`config.mk`:
```
export PLATFORM = sky130hd
export DESIGN_NAME = fwd_scoreboard
export DESIGN_NICKNAME = d
export VERILOG_FILES = /design/src/rtl/fwd_scoreboard_pkg.sv /design/src/rtl/fwd_match_lane.sv /design/src/rtl/fwd_scoreboard.sv
export SDC_FILE = /design/constraint.sdc
export NUM_CORES = 1
export LEC_CHECK = 0
export BUFFER_PORTS_ARGS = -buffer_cell sky130_fd_sc_hd__buf_2
export CORE_ASPECT_RATIO = 0.9
export CORE_MARGIN = 4
export CORE_UTILIZATION = 30
export DETAILED_ROUTE_END_ITERATION = 10
export GPL_TIMING_DRIVEN = 0
export SLEW_MARGIN = 20
export SYNTH_ARGS = -nofsm -noshare
export SYNTH_HDL_FRONTEND = slang
export SYNTH_HIERARCHICAL = 1
export SYNTH_SLANG_ARGS = --single-unit
```
`constraint.sdc`:
```
create_clock -name clk -period 4.6 [get_ports clk]
set_input_delay 0 -clock clk [delete_from_list [all_inputs] [get_ports clk]]
set_output_delay 0 -clock clk [all_outputs]
set_load 0.005 [all_outputs]
```
`src/rtl/fwd_scoreboard_pkg.sv`:
```
// Shared constants and helpers for the forwarding scoreboard.
// Slot record: valid, wb, rd[REG_AW], cnt[SEL_W], held as parallel per-field vectors in the top.
package fwd_scoreboard_pkg;

  localparam int FWD_SEL_RF = 0;
  localparam int REG_ZERO   = 0;

  function automatic int calc_sel_w(input int depth);
    return $clog2(depth + 1);
  endfunction

endpackage

```
`src/rtl/fwd_match_lane.sv`:
```
// Priority lookup for one source operand over the in-flight slot table.
// The youngest matching slot (lowest index) decides between forwarding and not-ready.
module fwd_match_lane
  import fwd_scoreboard_pkg::*;
#(
  parameter int REG_AW = 5,
  parameter int DEPTH  = 4,
  parameter int SEL_W  = 3
) (
  input  logic                    src_valid,
  input  logic [REG_AW-1:0]       src_addr,
  input  logic [DEPTH-1:0]        slot_valid,
  input  logic [DEPTH-1:0]        slot_wb,
  input  logic [DEPTH*REG_AW-1:0] slot_rd,
  input  logic [DEPTH*SEL_W-1:0]  slot_cnt,
  output logic [SEL_W-1:0]        sel,
  output logic                    not_ready
);

  logic lane_live;

  assign lane_live = src_valid && (src_addr != REG_AW'(REG_ZERO));

  // Scan oldest to youngest so the youngest match overwrites any older one.
  always_comb begin
    sel       = SEL_W'(FWD_SEL_RF);
    not_ready = 1'b0;
    for (int k = DEPTH - 1; k >= 0; k--) begin
      if (lane_live && slot_valid[k] && slot_wb[k] &&
          (slot_rd[k*REG_AW +: REG_AW] == src_addr)) begin
        if (slot_cnt[k*SEL_W +: SEL_W] == '0) begin
          sel       = SEL_W'(k + 1);
          not_ready = 1'b0;
        end else begin
          sel       = SEL_W'(FWD_SEL_RF);
          not_ready = 1'b1;
        end
      end
    end
  end

endmodule

```
`src/rtl/fwd_scoreboard.sv`:
```
// Parametrised forwarding/interlock scoreboard: shifting slot table plus per-operand match lanes.
// Define FWD_SCOREBOARD_PERF_EN to add the stall performance counters.
module fwd_scoreboard
  import fwd_scoreboard_pkg::*;
#(
  parameter int REG_AW  = 5,
  parameter int NUM_SRC = 3,
  parameter int DEPTH   = 4,
  parameter int SEL_W   = calc_sel_w(DEPTH)
) (
  input  logic                      clk,
  input  logic                      rst_n,
  input  logic [NUM_SRC-1:0]        src_valid,
  input  logic [NUM_SRC*REG_AW-1:0] src_addr,
  input  logic                      issue_valid,
  input  logic                      issue_wb,
  input  logic [REG_AW-1:0]         issue_rd,
  input  logic [SEL_W-1:0]          issue_lat,
  input  logic                      flush,
  output logic [NUM_SRC*SEL_W-1:0]  fwd_sel,
`ifdef FWD_SCOREBOARD_PERF_EN
  output logic [31:0]               perf_stall_cnt,
  output logic [7:0]                perf_max_run,
`endif
  output logic                      stall,
  output logic                      issue_fire
);

  logic [DEPTH-1:0]        slot_valid_q, slot_valid_d;
  logic [DEPTH-1:0]        slot_wb_q, slot_wb_d;
  logic [DEPTH*REG_AW-1:0] slot_rd_q, slot_rd_d;
  logic [DEPTH*SEL_W-1:0]  slot_cnt_q, slot_cnt_d;
  logic [NUM_SRC-1:0]      lane_not_ready;
  logic [SEL_W-1:0]        lat_eff;

  for (genvar i = 0; i < NUM_SRC; i++) begin : g_lane
    fwd_match_lane #(
      .REG_AW (REG_AW),
      .DEPTH  (DEPTH),
      .SEL_W  (SEL_W)
    ) u_lane (
      .src_valid  (src_valid[i]),
      .src_addr   (src_addr[i*REG_AW +: REG_AW]),
      .slot_valid (slot_valid_q),
      .slot_wb    (slot_wb_q),
      .slot_rd    (slot_rd_q),
      .slot_cnt   (slot_cnt_q),
      .sel        (fwd_sel[i*SEL_W +: SEL_W]),
      .not_ready  (lane_not_ready[i])
    );
  end

  assign stall      = issue_valid && (|lane_not_ready);
  assign issue_fire = issue_valid && !stall;

  // Latency is clamped to 1..DEPTH so the countdown always expires inside the table.
  always_comb begin
    lat_eff = issue_lat;
    if (issue_lat == '0) begin
      lat_eff = SEL_W'(1);
    end else if (issue_lat > SEL_W'(DEPTH)) begin
      lat_eff = SEL_W'(DEPTH);
    end
  end

  always_comb begin
    slot_valid_d = '0;
    slot_wb_d    = '0;
    slot_rd_d    = '0;
    slot_cnt_d   = '0;
    slot_valid_d[0]          = issue_fire;
    slot_wb_d[0]             = issue_wb && (issue_rd != REG_AW'(REG_ZERO));
    slot_rd_d[0 +: REG_AW]   = issue_rd;
    slot_cnt_d[0 +: SEL_W]   = lat_eff - SEL_W'(1);
    for (int k = 1; k < DEPTH; k++) begin
      // A flushed EX instruction still shifts down, but as a bubble.
      slot_valid_d[k] = slot_valid_q[k-1] && !((k == 1) && flush);
      slot_wb_d[k]    = slot_wb_q[k-1];
      slot_rd_d[k*REG_AW +: REG_AW] = slot_rd_q[(k-1)*REG_AW +: REG_AW];
      if (slot_cnt_q[(k-1)*SEL_W +: SEL_W] != '0) begin
        slot_cnt_d[k*SEL_W +: SEL_W] = slot_cnt_q[(k-1)*SEL_W +: SEL_W] - SEL_W'(1);
      end
    end
  end

  always_ff @(posedge clk or negedge rst_n) begin
    if (!rst_n) begin
      slot_valid_q <= '0;
      slot_wb_q    <= '0;
      slot_rd_q    <= '0;
      slot_cnt_q   <= '0;
    end else begin
      slot_valid_q <= slot_valid_d;
      slot_wb_q    <= slot_wb_d;
      slot_rd_q    <= slot_rd_d;
      slot_cnt_q   <= slot_cnt_d;
    end
  end

`ifdef FWD_SCOREBOARD_PERF_EN
  logic [31:0] stall_cnt_q, stall_cnt_d;
  logic [7:0]  cur_run_q, cur_run_d;
  logic [7:0]  max_run_q, max_run_d;

  always_comb begin
    stall_cnt_d = stall_cnt_q;
    cur_run_d   = '0;
    if (stall) begin
      if (stall_cnt_q != '1) stall_cnt_d = stall_cnt_q + 32'd1;
      cur_run_d = (cur_run_q != '1) ? cur_run_q + 8'd1 : cur_run_q;
    end
    max_run_d = (cur_run_d > max_run_q) ? cur_run_d : max_run_q;
  end

  always_ff @(posedge clk or negedge rst_n) begin
    if (!rst_n) begin
      stall_cnt_q <= '0;
      cur_run_q   <= '0;
      max_run_q   <= '0;
    end else begin
      stall_cnt_q <= stall_cnt_d;
      cur_run_q   <= cur_run_d;
      max_run_q   <= max_run_d;
    end
  end

  assign perf_stall_cnt = stall_cnt_q;
  assign perf_max_run   = max_run_q;
`endif

endmodule
```
==> flow_results.org, run 1 <==
** Clocking
- TritonCTS clock tree :: built
- Number of CTS-inserted buffers :: 5
- In this run the number of H-tree levels came out at 2.
- The clock passes through at most 2 buffers.
- Latest clock arrival within the worst-skew pair :: just under 0.3 ns
- CTS clock-pin slew for the worst setup and hold paths :: about 0.070 ns
- Clock tree synthesis selected as its root buffer the cell sky130_fd_sc_hd__clkbuf_8.
- The number of hold buffers added after CTS was 12.
- Post-cts gate resize count :: 0
- CTS sink count :: 40
- In this run the post-CTS setup repair buffer count came out at 0.

** Power
- Power per cell area :: approximately 270 nW/um2
- The analysis attributes to cell leakage a power of 1.23 nW.
- Maximum ir drop on the vdd rail :: 0.000181 V

** STA
- Setup repair after global routing left no endpoint under its margin.
- Number of max-slew violations in the final report :: 0
- Share of the cycle needed by the critical path after routing :: about two thirds
- Max transition margin :: 40.1%
- Slew at the pin with the worst max-slew slack :: 0.898 ns
- Highest clock rate :: 0.329 GHz
- Setup violations remaining at the end of the flow were counted as 0.
- Count of final hold-check violations :: 0
- Final-layout worst hold slack :: 0.161 ns
- Final-layout setup total negative slack :: 0 ns
- Min Tclk post-route :: a little over 3 ns
- Worst Clk Skew :: ~0.0030 ns

** Final layout
- Summing all non-filler instances in the final layout gives an area of about 3000 um2.
- Reg area :: around 1000 um2
- In the final layout, the share of cells above drive strength 1 is just over 20%.
- Fill cells in the final layout number around 800.
- At the end of the flow, the number of nets in the layout was around 320.
- The multi-input combinational cells in the finished layout cover a total of approximately 1300 um2.
- Number of antenna diodes :: 0
- From synthesis to final layout, the design area changed by 18.9%.
- Post-route core utilization :: a little over a third
- Final std cells w/o fill :: 380

** Floorplanning
- Die height :: approximately 94 um
- Row cnt :: 31
- Die W :: 104 um
- The region available for standard cell placement spans roughly 8000 um2.
- For this configuration, the core starts out at a cell density of 30.8%.
- Boundary pin count :: 42
- The die covers a little under 10000 um2.

** Drt
- Total via count in the routed design :: about 1800
- Wire length per cell after detailed routing :: 15.5 um
- DRC errors left :: 0
- Dividing the detail-routed via count by the number of cells gives just under 5.
- In this run the remaining antenna-violating nets after routing total 0.
- The pre-antenna-repair detailed-routing pass consisted of 4 iterations.
- The first routing iteration left just over 100 violations.
- Overall routed net length :: 5880 um

** Worst setup path
- Crit. End Element :: output pin
- The setup check on the worst reg-to-reg path leaves a slack of 1.90 ns.
- The startpoint identified for the worst register-to-register timing path is slot_rd_q[9].
- Arrival time at the worst endpoint :: a little over 3 ns
- Critical Path Fanout Max :: 4
- FF-to-FF path depth :: 7
- STA classifies the critical path startpoint as a register.
- Reg-to-Reg End :: slot_valid_q[0]
- STA puts the critical path data required time at approximately 4.6 ns.
- By startpoint and endpoint, the worst setup path is classified as reg2out.

** GRT
- The via count of the first global-routing pass came to about 2000.
- Total track usage :: 13.1%
- Entering global routing, the biggest net connects between 40 and 50 pins.
- Initial antenna violation count :: 0
- Global routing finished with a remaining overflow of 0.
- Global-route wire length before repair :: 9990 um

** Worst hold path
- The startpoint identified for the worst hold timing path is issue_lat[0].
- Endpoint, Worst Hold :: slot_cnt_q[1]
- The worst hold path passes through 5 cells.
- Min-Delay Path Class :: in2reg

** Synth
- Synthesized netlist cell count :: about 240
- Number of enable-type register cells in the synthesized netlist :: 0
- Most numerous cell in the Yosys netlist :: sky130_fd_sc_hd__dfrtp_1
- Share of synthesized area spent on multiplexers :: 0%
- For this run, the number of Yosys warnings is 6.
- The synthesized netlist devotes 3.54% of its cell area to adder and majority cells.
- Post-synth ARST share :: 100%
- Main flop type after synthesis :: sky130_fd_sc_hd__dfrtp_1
- Post-Synth XOR/XNOR Area :: 23.4%
- Ranked by instance count, the synthesized netlist is headed by 40 x sky130_fd_sc_hd__dfrtp_1, 39 x sky130_fd_sc_hd__xnor2_1, 16 x sky130_fd_sc_hd__nor3_1, 16 x sky130_fd_sc_hd__xor2_1.
- Summed over its instances, the top area cell type makes up 40.5% of the synthesized netlist area.
- Summing the areas of all compound-gate instances in the mapped netlist gives roughly 6% of the synthesized area.
- Simple-gate share of the synthesized area :: a little under a fifth
- By area the synthesized netlist is led by sky130_fd_sc_hd__dfrtp_1 41%, sky130_fd_sc_hd__xnor2_1 14%, sky130_fd_sc_hd__xor2_1 5.7%.
- In this run, distinct cell masters in the synthesized netlist total 28.
- When the netlist entered floorplanning its net count stood at between 200 and 300.
- Largest family of logic cells by synthesized area :: XOR/XNOR gates
- After synthesis the cells add up to around 2500 um2.
- A synthesized cell averages around 11 um2.
- Post-synthesis sequential area ratio :: around 41%
- Yosys top cell by area :: sky130_fd_sc_hd__dfrtp_1
- Number of storage elements in the synthesis netlist :: 40

** Placed design
- The congestion estimate from routability-driven global placement came to between 0.8 and 0.9.
- Placed inst area :: roughly 2700 um2
- After detailed placement, the design holds a cell count of 360.
- The HPWL after detailed placement is about 4500 um.
- During placement, the flow inserted port buffers numbering 26.

** Job
- Reported max-cap violation count :: 0

** Status
- The flow ran to the end, and the final reports show no timing, DRC or antenna violations.
layout by cell type (no fill, tap or decap), types with 6 or more instances in the layout:
master	synthesis	routed
sky130_fd_sc_hd__buf_2	0	26
sky130_fd_sc_hd__inv_1	8	8
sky130_fd_sc_hd__o21ai_0	6	6
sky130_fd_sc_hd__buf_6	12	12
sky130_fd_sc_hd__nor4_1	9	9
sky130_fd_sc_hd__clkbuf_8	0	6
sky130_fd_sc_hd__nor3_1	16	16
sky130_fd_sc_hd__xnor2_2	6	6
sky130_fd_sc_hd__nor2_1	9	9
sky130_fd_sc_hd__nand3_1	6	6
sky130_fd_sc_hd__nand4_1	12	12
sky130_fd_sc_hd__dlygate4sd3_1	0	12
sky130_fd_sc_hd__nand2_1	9	9
sky130_fd_sc_hd__or4_1	10	10
sky130_fd_sc_hd__dfrtp_1	40	40
sky130_fd_sc_hd__xnor2_1	39	39
sky130_fd_sc_hd__xor2_1	16	16
sky130_fd_sc_hd__ha_1	7	7
routing by layer:
metal | global-route usage (%) | part of all wire, %
met5 | 0 | 0
met4 | 3.54 | 1.4
met3 | 3.30 | 5.0
met2 | 21.1 | 45
met1 | 17.5 | 48
logic make-up (layout without fill, tap and decap cells):
logic type / count (synthesis) / after routing
and+or+nand+nor: 84 / 84
DFF: 40 / 40
buffers and inverters: 23 / 69
adders and majority gates: 7 / 7
xor gates and xnor gates: 61 / 61
AOI/OAI and AO/OA: 20 / 20
per-stage QoR:
step	total power, mW	worst slack [ns]
after floorplan	0.519	2.27
after global placement	0.560	1.91
after detailed placement	0.565	1.91
after CTS	0.815	1.58
after global routing	0.857	1.36
final	0.802	1.56
flip-flops by register name (all words and copies together), names as in the netlist:
register and count:
slot_rd_q 20, slot_cnt_q 12, slot_valid_q 4, slot_wb_q 4
worst max-delay path, cell delays in order (launching register included):
cell                      delay (ns)
sky130_fd_sc_hd__dfrtp_1        0.51
sky130_fd_sc_hd__xnor2_2        0.14
sky130_fd_sc_hd__nand4_1        0.15
sky130_fd_sc_hd__or4_1          0.55
sky130_fd_sc_hd__or4_1          0.46
sky130_fd_sc_hd__o221a_1        0.28
sky130_fd_sc_hd__nor3_1         0.33
sky130_fd_sc_hd__and2_1         0.20
sky130_fd_sc_hd__buf_2          0.12
report_power, final:
group          total [mW]  switching (mW)  internal [mW]
sequential          0.414          0.0348          0.379
clock               0.238           0.118          0.120
combinational       0.150          0.0720         0.0783
total               0.802           0.225          0.577
cell type report:
cell class / count / share of cell area [%]
Inverter: 8 / 1.02
Sequential cell: 40 / 34.1
Multi-Input combinational cell: 172 / 43.7
Clock inverter: 2 / 0.341
Timing Repair Buffer: 38 / 8.52
Tap cell: 99 / 4.22
Clock buffer: 6 / 2.81
Buffer: 15 / 5.37
worst max-delay path by stage:
stage,start,to,slack [ns],cells after the start
5_1_grt,slot_rd_q[9],issue_fire,1.36,8
2_1_floorplan,slot_rd_q[5],slot_valid_q[0],2.27,7
3_3_place_gp,slot_rd_q[9],issue_fire,1.91,8
6_report,slot_rd_q[9],issue_fire,1.56,8
3_5_place_dp,slot_rd_q[9],issue_fire,1.91,8
4_1_cts,slot_rd_q[9],issue_fire,1.58,8
Power figures use the tool's default switching activity.
==> run 2, diff against run 1 <==
- ABC_AREA: not set -> 1
- clock period: 4.6 -> 2.7 ns (I/O delays scaled with it)
==> run 2 against run 1 <==
  * Combinational power up 110%
  * Highest routed layer unchanged
  * Total power up 92%
  * Hold slack worse by 0.11 ns
  * Synthesized cell count up 76%
  * Synthesized area up 20%
  * Cell count up 58%
  * Die area up 18%
  * Critical path depth up 5
  * First-iteration DRC count up 39%
==> flow_results.org, run 2 <==
** STA
- Setup repair after global routing left no endpoint under its margin.
- The final-report setup violation count is 0 (unchanged).
- Slew at the pin with the worst max-slew slack :: 0.902 ns (+0.00380 ns)
- Static timing analysis puts the maximum clock frequency at between 0.4 and 0.5 GHz.
- Of the available clock period, the critical path in the final layout requires about three quarters.
- Final-layout setup total negative slack :: 0 ns (unchanged)
- Worst Clk Skew :: 0.00921 ns (+0.00623 ns)
- The total count of hold-check failures in the final report came to 0 (unchanged).
- Min Tclk post-route :: about 2 ns
- Max transition margin :: 39.9% (-0.25 points)
- The number of pins exceeding their max-slew limit in the final report came to 0 (unchanged).

** Floorplanning
- The number of placed I/O pins is 42 (unchanged).
- Row cnt :: 34 (+9.7%)
- Placeable core area :: 9660 um2 (+20%)
- Starting density of the core :: 30.7% (-0.070 points)
- The overall die area was 11500 um2 (+18%).
- Die height :: 102 um (+8.7%)
- Die W :: 113 um (+8.8%)

** Power
- The switching power is 0.499 mW (+120%).
- Post-layout total power :: 1.54 mW (+92%)
- The proportion of total power due to net switching is 32.5% (+4.4 points).
- The power density relative to cell area came to 432 nW/um2 (+58%).
- The share of total power in combinational logic was 20.6% (+1.9 points).
- The cell internal power dissipation was 1.04 mW (+80%).
- The share of power burned in registers is 46.7% (-4.9 points).
- The portion of total power attributed to the clock network was 32.7% (+3.1 points).
- The reported leakage power is 1.78 nW (+44%).
- Maximum ir drop on the vdd rail :: 0.000301 V (+66%)

** Worst setup path
- The required time at the worst-slack endpoint is 2.70 ns (-1.90 ns).
- The data arrival time of the worst path was 2.03 ns (-1.01 ns).
- Critical-path cell list :: inv_1, nand2_1, o21ai_0, nor2_2, nand4_4, nand2_1, inv_1, nand2_1, a21oi_2, inv_1, nand3_1, nor2_1, buf_2
- Critical path class :: reg2out
- The sum of buffers and inverters on the critical path is 4 (+3).
- The worst setup path is captured at an output pin.
- STA classifies the critical path startpoint as a register.
- For this design, the slowest cell found on the critical path is sky130_fd_sc_hd__dfrtp_1.
- Critical Path Fanout Max :: 7 (+3)
- On the critical path the largest part of the delay comes from simple AND/OR/NAND/NOR gates.
- The maximum single-stage delay on the critical path is 0.52 ns (-0.03 ns).

** GRT
- Vias in the first global route :: 2829 (+43%)
- Total track usage :: 14.7% (+1.6 points)
- The pin count of the biggest net entering global routing came to 41 (unchanged).
- The overflow left after global routing came to 0 (unchanged).
- The first-pass GRT wire length was 13500 um (+35%).
- Initial antenna violation count :: 0 (unchanged)

** Clocking
- The number of resized instances in the post-cts repair step came to 0 (unchanged).
- TritonCTS built the clock tree.
- The sink count of the clock tree came to 40 (unchanged).
- The tree is rooted in a sky130_fd_sc_hd__clkbuf_8.
- The clock-pin transition on the worst setup and hold timing paths is 0.08 ns (about the same).
- Count of buffers added by post-CTS timing repair for setup :: 0 (unchanged)
- The deepest clock path buffer count was 2 (unchanged).
- The quantity of hold-fixing buffers added after cts is 12 (unchanged).
- The total CTS buffers came to 5 (unchanged).
- The later-pin clock latency in the skew report was 0.30 ns (about the same).
- Number of levels in the clock H-tree :: 2 (unchanged)

** Final layout
- Most frequent standard cell in the layout excluding fill and tap cells :: sky130_fd_sc_hd__nand2_1
- The number of nets in the layout is 511 (+61%).
- Top flop regs :: slot_rd_q x20, slot_cnt_q x12
- Reg with most FFs :: slot_rd_q
- Share of cells above drive strength 1 :: 24.9% (+4.3 points)
- Number of antenna diodes :: 0 (unchanged)
- From synthesis to final layout, the design area changed by 20.0%.
- Commonest cells after routing, fill and taps aside :: 89 x sky130_fd_sc_hd__nand2_1, 55 x sky130_fd_sc_hd__nor2_1, 49 x sky130_fd_sc_hd__inv_1, 41 x sky130_fd_sc_hd__buf_2, 40 x sky130_fd_sc_hd__dfrtp_1
- Max FFs per register :: 20 (unchanged)

** Synth
- Among all cell types in the netlist, the one instantiated most often is sky130_fd_sc_hd__nand2_1.
- The number of instances in the synthesized netlist came to 413 (+76%).
- Cell area after synthesis :: 2970 um2 (+20%)
- The commonest cells after synthesis are 89 x sky130_fd_sc_hd__nand2_1, 55 x sky130_fd_sc_hd__nor2_1, 49 x sky130_fd_sc_hd__inv_1.
- Yosys top cell by area :: sky130_fd_sc_hd__dfrtp_1
- Largest cells by area after synthesis :: sky130_fd_sc_hd__dfrtp_1 34%, sky130_fd_sc_hd__nand2_1 11%, sky130_fd_sc_hd__nor2_1 7.0%
- The mean instance size in the synthesized netlist is 7.18 um2 (-32%).
- Synthesis Warnings :: 6 (unchanged)
- Number of distinct standard cells referenced by the synthesized netlist :: 27 (-3.6%)
- Post-synth ARST share :: 100% (unchanged)
- Post-synthesis sequential area ratio :: 33.8% (-6.8 points)
- Portion of synthesized cell area occupied by the leading cell type :: 33.8% (-6.8 points)
- The number of nets produced by synthesis came to 451 (+65%).
- The count of flip-flops with a built-in enable after synthesis came to 0 (unchanged).
- Number of storage elements in the synthesis netlist :: 40 (unchanged)
- Main flop type after synthesis :: sky130_fd_sc_hd__dfrtp_1

** Drt
- The final routed wirelength across all metal layers is 7990 um (+36%).
- The number of iterations in the first detailed-routing pass came to 4 (unchanged).
- Post-DRT Antenna Nets :: 0 (unchanged)
- The average wire per standard cell was 13.3 um (-14%).
- Via density per instance :: 4.72 (-3.1%)
- DRC errors left :: 0 (unchanged)
- Total via count in the routed design :: 2829 (+53%)
- DRC marker count from the first detailed-route iteration :: 142 (+39%)

** Placed design
- Port bufs :: 41 (+58%)
- The global placement routability congestion was 0.923 (+4.8%).
- The HPWL reported at the end of detailed placement was 6300 um (+39%).

** Job
- The count of maximum capacitance violations is 0 (unchanged).

** Worst hold path
- Min-Delay Path Class :: in2reg

** Status
- The run finished with clean final reports.
-- run 2: cell count changes after synthesis, moves of 10 or more --
cell                      delta
sky130_fd_sc_hd__buf_6      -12
sky130_fd_sc_hd__xnor2_1    -39
sky130_fd_sc_hd__inv_2      +15
sky130_fd_sc_hd__nand2_1    +80
sky130_fd_sc_hd__or4_1      -10
sky130_fd_sc_hd__nor2_1     +46
sky130_fd_sc_hd__nor2_2     +15
sky130_fd_sc_hd__inv_1      +41
sky130_fd_sc_hd__nand3_1    +26
-- run 2: cells by family after synthesis --
group	after synthesis	synth area share, %
buffers and inverters	70	9.11
DFF	40	33.8
adders and majority gates	7	2.95
AOI/OAI and AO/OA	35	7.72
xor gates and xnor gates	7	2.07
and+or+nand+nor	254	44.4
-- run 2: metrics by stage --
| stage | setup slack [ns] | cell area [um2] | hold WS (ns) | utilization, % | std cells |
|---|---|---|---|---|---|
| final | 0.671 | 3560 | 0.0496 | 36.9 | 600 |
| after global routing | 0.343 | 3560 | 0.0760 | 36.9 | 600 |
| after CTS | 0.652 | 3560 | 0.0488 | 36.9 | 600 |
| after detailed placement | 1.01 | 3330 | 0.123 | 34.5 | 580 |
| after global placement | 1.02 | 3330 | 0.125 | 34.5 | 580 |
| after floorplan | 1.27 | 2970 | -0.296 | - | 413 |
-- run 2: power groups by stage --
stage                     Combinational (mW)  Sequential (mW)  Clock (mW)
after global placement                 0.295            0.726           0
after floorplan                        0.209            0.703           0
after CTS                              0.319            0.717       0.514
after global routing                   0.361            0.726       0.536
after detailed placement               0.304            0.729           0
final                                  0.317            0.719       0.504
-- run 2: layout make-up --
cell class                      instances  area [um2]
Timing Repair Buffer                   53         325
Tap cell                              126         158
Sequential cell                        40        1000
Clock buffer                            5        68.8
Inverter                               70         270
Clock inverter                          3        42.5
Multi-Input combinational cell        303        1690
Fill cell                             998        6100
-- run 2: layer usage --
layer  track usage, %  routed length, um  up-vias
met4             2.77                 72        0
li1                 -                  -     1434
met1             19.7               3780     1301
met2             24.6               3590       86
met3             3.14                535        8
met5                0                  0        -
-- run 2: worst reg2reg max path, stage by stage, from the launching register on --
cell                      delay (ns)
sky130_fd_sc_hd__dfrtp_1        0.47
sky130_fd_sc_hd__nand2_1        0.12
sky130_fd_sc_hd__nand3_1        0.08
sky130_fd_sc_hd__nor2_1         0.13
sky130_fd_sc_hd__nand3_1        0.19
sky130_fd_sc_hd__nor2_4         0.20
sky130_fd_sc_hd__nor2_2         0.06
sky130_fd_sc_hd__a21oi_2        0.13
sky130_fd_sc_hd__inv_1          0.08
sky130_fd_sc_hd__nand3_1        0.07
sky130_fd_sc_hd__nor2_1         0.05
-- run 2: final timing paths --
check,endpoint,slack (ns),cells after the start,startpoint
min,slot_cnt_q[1],0.05,4,issue_lat[1]
max,issue_fire,0.67,13,slot_rd_q[9]
max in group asynchronous,slot_rd_q[13],1.78,2,rst_n
min in group asynchronous,slot_cnt_q[0],0.36,2,rst_n
max reg2reg,slot_valid_q[0],1.01,10,slot_rd_q[3]
min reg2reg,slot_wb_q[3],0.43,0,slot_wb_q[2]
